**src/rtl/arb_rr_pry.sv**
```systemverilog
// Round-robin arbiter with packet locking and a registered output stage.
// Optional per-requester beat counters are enabled with ARB_RR_PRY_CNT_EN.

module mux_pry #(
  parameter type DAT_T          = logic [7:0],
  parameter int  WIDTH          = 5,
  parameter int  SPLIT          = 2,
  parameter int  IMPLEMENTATION = 0
) (
  input  logic [WIDTH-1:0] sel,
  input  DAT_T             dat [WIDTH-1:0],
  output logic             vld,
  output DAT_T             out
);

  function automatic int calc_lvl(input int w, input int s);
    int n;
    int l;
    n = 1;
    l = 0;
    while (n < w) begin
      n = n * s;
      l = l + 1;
    end
    return l;
  endfunction

  localparam int LVL    = calc_lvl(WIDTH, SPLIT);
  localparam int LEAVES = SPLIT ** LVL;

  generate
    if (IMPLEMENTATION == 0) begin : g_tree
      // Leaves beyond WIDTH are padded with sel=0 so their data never wins.
      logic [LEAVES-1:0] tv [LVL+1];
      DAT_T              td [LVL+1][LEAVES];

      always_comb begin
        int n;
        for (int l = 0; l <= LVL; l++) begin
          tv[l] = '0;
          for (int j = 0; j < LEAVES; j++) td[l][j] = '0;
        end
        for (int i = 0; i < WIDTH; i++) begin
          tv[0][i] = sel[i];
          td[0][i] = dat[i];
        end
        n = LEAVES;
        for (int l = 0; l < LVL; l++) begin
          n = n / SPLIT;
          for (int j = 0; j < n; j++) begin
            for (int k = SPLIT - 1; k >= 0; k--) begin
              if (tv[l][j*SPLIT+k]) begin
                tv[l+1][j] = 1'b1;
                td[l+1][j] = td[l][j*SPLIT+k];
              end
            end
          end
        end
      end

      assign vld = tv[LVL][0];
      assign out = td[LVL][0];
    end else begin : g_flat
      always_comb begin
        vld = 1'b0;
        out = '0;
        for (int i = WIDTH - 1; i >= 0; i--) begin
          if (sel[i]) begin
            vld = 1'b1;
            out = dat[i];
          end
        end
      end
    end
  endgenerate

endmodule

module arb_rr_pry #(
  parameter type DAT_T          = logic [8-1:0],
  parameter int  WIDTH          = 5,
  parameter int  SPLIT          = 2,
  parameter int  IMPLEMENTATION = 0
) (
  input  logic                     clk,
  input  logic                     rst_n,
  input  logic [WIDTH-1:0]         req_vld,
  input  logic [WIDTH-1:0]         req_lst,
  input  DAT_T                     req_dat [WIDTH-1:0],
  output logic [WIDTH-1:0]         req_rdy,
  output logic                     out_vld,
  output logic                     out_lst,
  output logic [$clog2(WIDTH)-1:0] out_idx,
  output DAT_T                     out_dat,
  input  logic                     out_rdy
`ifdef ARB_RR_PRY_CNT_EN
  ,
  output logic [16-1:0]            cnt [WIDTH-1:0]
`endif
);

  localparam int IW = $clog2(WIDTH);

  localparam logic [0:0] IDLE = 1'b0;
  localparam logic [0:0] LOCK = 1'b1;

  logic [0:0]       state;
  logic [IW-1:0]    ptr;
  logic [IW-1:0]    lock_idx;
  logic [IW-1:0]    g_idle;
  logic [IW-1:0]    g;
  logic [WIDTH-1:0] mask;
  logic [WIDTH-1:0] pry;
  logic [WIDTH-1:0] lock_oh;
  logic [WIDTH-1:0] sel;
  logic             g_vld;
  logic             ld;
  logic             xfer;
  DAT_T             g_dat;

  always_comb begin
    mask    = '0;
    lock_oh = '0;
    for (int i = 0; i < WIDTH; i++) begin
      mask[i]    = (IW'(i) >= ptr);
      lock_oh[i] = (IW'(i) == lock_idx);
    end
  end

  assign pry = |(req_vld & mask) ? (req_vld & mask) : req_vld;

  always_comb begin
    g_idle = '0;
    for (int i = WIDTH - 1; i >= 0; i--) begin
      if (pry[i]) g_idle = IW'(i);
    end
  end

  // While locked only the owner is visible to the mux, so g_vld is its valid.
  assign sel = (state == IDLE) ? pry : (lock_oh & req_vld);
  assign g   = (state == IDLE) ? g_idle : lock_idx;

  mux_pry #(
    .DAT_T          (DAT_T),
    .WIDTH          (WIDTH),
    .SPLIT          (SPLIT),
    .IMPLEMENTATION (IMPLEMENTATION)
  ) u_mux (
    .sel (sel),
    .dat (req_dat),
    .vld (g_vld),
    .out (g_dat)
  );

  // Handshake: a beat moves when valid and ready are both high on a rising
  // edge; ready is offered only to the granted requester while the stage can load.
  assign ld   = !out_vld || out_rdy;
  assign xfer = ld && g_vld;

  always_comb begin
    req_rdy = '0;
    if (xfer) req_rdy[g] = 1'b1;
  end

  always_ff @(posedge clk or negedge rst_n) begin
    if (!rst_n) begin
      out_vld <= 1'b0;
      out_lst <= 1'b0;
      out_idx <= '0;
      out_dat <= '0;
    end else if (xfer) begin
      out_vld <= 1'b1;
      out_lst <= req_lst[g];
      out_idx <= g;
      out_dat <= g_dat;
    end else if (out_rdy) begin
      out_vld <= 1'b0;
    end
  end

  always_ff @(posedge clk or negedge rst_n) begin
    if (!rst_n) begin
      state    <= IDLE;
      lock_idx <= '0;
      ptr      <= '0;
    end else if (xfer) begin
      if (req_lst[g]) begin
        state <= IDLE;
        ptr   <= (g == IW'(WIDTH - 1)) ? '0 : g + IW'(1);
      end else begin
        state    <= LOCK;
        lock_idx <= g;
      end
    end
  end

`ifdef ARB_RR_PRY_CNT_EN
  generate
    for (genvar i = 0; i < WIDTH; i++) begin : g_cnt
      always_ff @(posedge clk or negedge rst_n) begin
        if (!rst_n) begin
          cnt[i] <= '0;
        end else if (req_vld[i] && req_rdy[i] && (cnt[i] != 16'hFFFF)) begin
          cnt[i] <= cnt[i] + 16'd1;
        end
      end
    end
  endgenerate
`endif

endmodule

```
**config.mk**
```make
export PLATFORM = sky130hd
export DESIGN_NAME = arb_rr_pry
export DESIGN_NICKNAME = d
export VERILOG_FILES = /design/src/rtl/arb_rr_pry.sv
export SDC_FILE = /design/constraint.sdc
export NUM_CORES = 1
export LEC_CHECK = 0
export CORE_ASPECT_RATIO = 2
export CORE_UTILIZATION = 35
export CTS_BUF_LIST = sky130_fd_sc_hd__clkbuf_16
export DETAILED_ROUTE_END_ITERATION = 16
export DONT_BUFFER_PORTS = 1
export GPL_ROUTABILITY_DRIVEN = 0
export GPL_TIMING_DRIVEN = 0
export PLACE_DENSITY_LB_ADDON = 0.3
export SLEW_MARGIN = 20
export SYNTH_ARGS = -nofsm -noshare
export SYNTH_HDL_FRONTEND = slang
export SYNTH_SLANG_ARGS = --single-unit
```
**constraint.sdc**
```tcl
create_clock -name clk -period 2.5 [get_ports clk]
set_input_delay 0.125 -clock clk [delete_from_list [all_inputs] [get_ports clk]]
set_output_delay 0.125 -clock clk [all_outputs]
set_load 0.01 [all_outputs]
```
==> impl_metrics.env <==
export IMPL_drive_above_1_share_pct=30.1
export IMPL_die_y_um=101
export IMPL_insertedDiodeCount=0
export IMPL_seq_area_frac_synth_pct=29.1
export IMPL_path_buf_inv=2
export IMPL_crit_chain="buf_6 -> and2_4 -> o311a_1 -> a2111o_1 -> mux2_4 -> a211oi_4 -> nor4_4 -> buf_4 -> mux2_4"
export IMPL_dp_slack_ns=-0.343
export IMPL_p_per_area_nw_per_um2=1370
export IMPL_coreArea_um2=4640
export IMPL_critPathTopFamily="compound AO/OA/AOI/OAI gates"
export IMPL_grt_pass1_vias=1679
export IMPL_drtIter0Drc=9
export IMPL_start_util_pct=37.0
export IMPL_maxCapViolCount=0
export IMPL_cts_buffers=3
export IMPL_slowest_delay_ns=0.38
export IMPL_die_x_um=51.6
export IMPL_power_mw=2.84
export IMPL_synth_warnings=0
export IMPL_grt_overflow=0
export IMPL_clkSinkCount=20
export IMPL_final_antenna_net_count=0
export IMPL_die_area_um2=5210
export IMPL_period_needed_ns=2.67
export IMPL_arrival_ns=2.80
export IMPL_root_buffer="clkbuf_16"
export IMPL_ys_flop_type="dfrtp_1"
export IMPL_synth_edff_count=0
export IMPL_drt_first_pass_iters=3
export IMPL_synth_top_cell_by_area="dfrtp_1"
export IMPL_critPathMostFrequentCell="mux2_4"
export IMPL_syn_area_um2=1720
export IMPL_setup_violations=8
export IMPL_tightest_slew_ns=0.911
export IMPL_violations="setup timing"
export IMPL_path_clk_slew_ns=0.05
export IMPL_fmax_mhz=375
export IMPL_tritoncts="built"
export IMPL_synthArstFlopShare_pct=100
export IMPL_slew_headroom_pct=39.0
export IMPL_rsz0062_at_grt="true"
export IMPL_finalCritPeriodShare_pct=107
export IMPL_skew_ns=0.00229
export IMPL_grt_pass1_wl_um=7690
export IMPL_fin_nets=265
export IMPL_critPathKind="reg2reg"
export IMPL_avgViaCountPerCell=5.94
export IMPL_layout_setup_ws_ns=-0.165
export IMPL_synth_cells_most_frequent="20 x dfrtp_1, 20 x nand2_1, 18 x o21ai_0, 17 x a211oi_1, 15 x nor2_1"
export IMPL_synthToLayoutAreaGrowth_pct=20.9
export IMPL_synth_avg_cell_area_um2=9.00
export IMPL_synth_distinct_cells=58
export IMPL_hold_slack_ns=0.0957
export IMPL_drv_slew=0
export IMPL_synthCells=191
export IMPL_outcome="finished with violations"
export IMPL_place_hpwl_um=3630
export IMPL_place_area_um2=1820
export IMPL_stdcell_count=264
export IMPL_synth_top_cell_area_share_pct=29.1
export IMPL_wl_um=4850
export IMPL_wl_per_cell_um=18.4
export IMPL_htreeDepth=1
export IMPL_final_area_um2=2080
export IMPL_fin_util_pct=44.8
export IMPL_p_leak_nw=0.861
export IMPL_slowest_stage="a2111o_1"
export IMPL_setup_tns_final_ns=-1.07
export IMPL_numPortBuffers=0
export IMPL_clk_path_buf_depth=2
export IMPL_worst_setup_path_start_kind="flip-flop"
export IMPL_grtUsageTotal_pct=19.6
export IMPL_drc=0
export IMPL_vdd_drop_max_mv=0.693
export IMPL_required_ns=2.63
export IMPL_syn_num_nets=246
export IMPL_insertion_delay_ns=0.25
export IMPL_num_vias=1568
export IMPL_io_pins=71
export IMPL_antenna_found_initial=0
export IMPL_yosys_top_cells_area="dfrtp_1 29%, a211oi_1 7.4%, o21ai_0 5.2%, nand2_1 4.4%, mux2i_1 4.1%"
export IMPL_yosys_register_bits=20
export IMPL_min_path_type="in2reg"
export IMPL_num_rows=35
export IMPL_hold_violations=0
export IMPL_grt_max_degree=21
export IMPL_placed_cells=246
export IMPL_path_max_fanout=9
export IMPL_end_kind="flip-flop"
## cell usage in the layout, fill, tap and decap left out, types with 2 or more instances in the layout
master	synthesis	final
clkbuf_16	0	3
nand2_2	1	2
nand2b_1	2	2
and3_1	2	2
a31oi_1	2	2
mux2_2	5	2
inv_1	7	7
nor2b_1	3	2
a211oi_1	17	17
ha_1	2	2
nor2_2	0	5
buf_4	0	12
clkbuf_2	0	2
nand3_1	4	4
and2_4	1	2
o311a_1	2	2
mux2_4	3	6
dfrtp_2	0	2
buf_2	2	3
and2_1	8	7
nor2_1	15	10
o21ai_0	18	17
mux2i_1	7	7
nor4_4	2	2
a21oi_1	6	5
nor3_1	2	2
nor3b_1	2	2
nand2_1	20	19
and4bb_2	2	2
dfrtp_1	20	18
a211oi_4	1	2
## final cells by class
class                      instances  area [um2]
buffer                             7        40.0
clock buffer                       3        75.1
clock inverter                     1        3.75
fill                             506        2560
inverter                           8        35.0
multi-input combinational        156        1230
sequential                        20         503
tap                               55        68.8
timing repair buffer              14         120
## power breakdown
part | switching (mW) | internal [mW] | leakage [nW]
registers | 0.194 | 0.486 | 0.239
clock network | 0.109 | 0.213 | 0.0385
logic | 0.989 | 0.849 | 0.584
## cell families after synthesis
group	share of synthesized area, %
flops	29.1
fa+ha+maj	1.46
buf+inv	4.00
mux	9.97
simple gates	23.7
compound gates	31.7
## worst paths after layout
check | startpoint | endpoint | slack (ns) | cells after the start
max in group asynchronous | rst_n | ptr[2] | 1.43 | 1
min reg2reg | out_dat[1] | out_dat[1] | 0.54 | 2
min | req_dat[7] | out_dat[7] | 0.1 | 2
max | ptr[1] | lock_idx[0] | -0.17 | 9
max reg2reg | ptr[1] | lock_idx[0] | -0.17 | 9
min in group asynchronous | rst_n | ptr[1] | 0.46 | 1
## flip-flops by register name, indices dropped and copies added (netlist names)
| register | flops |
|---|---|
| lock_idx | 3 |
| out_dat | 8 |
| ptr | 3 |
| out_vld | 1 |
| out_lst | 1 |
| state | 1 |
| out_idx | 3 |
## routing by layer
layer  wire [um]  vias up  GRT usage, %
met4          78        0          8.11
met3         211        8          3.02
met5           0        -             0
li1            -      750             -
met2        2840       47          38.8
met1        1720      763          18.7
## worst reg2reg max path, cell delays in order (launching register included)
cell	delay (ns)
dfrtp_1	0.37
buf_6	0.14
and2_4	0.17
o311a_1	0.32
a2111o_1	0.38
mux2_4	0.35
a211oi_4	0.31
nor4_4	0.06
buf_4	0.17
mux2_4	0.30
## what timing repair did
action / 4_1_cts / 5_1_grt
hold buffers: 1 / 0
hold endpoints to repair: 20 / 0
setup endpoints to repair: 24 / 21
gates resized for setup: 15 / 8
buffers inserted: 13 / 1
pin swaps: 7 / 3
Power figures use the tool's default switching activity.
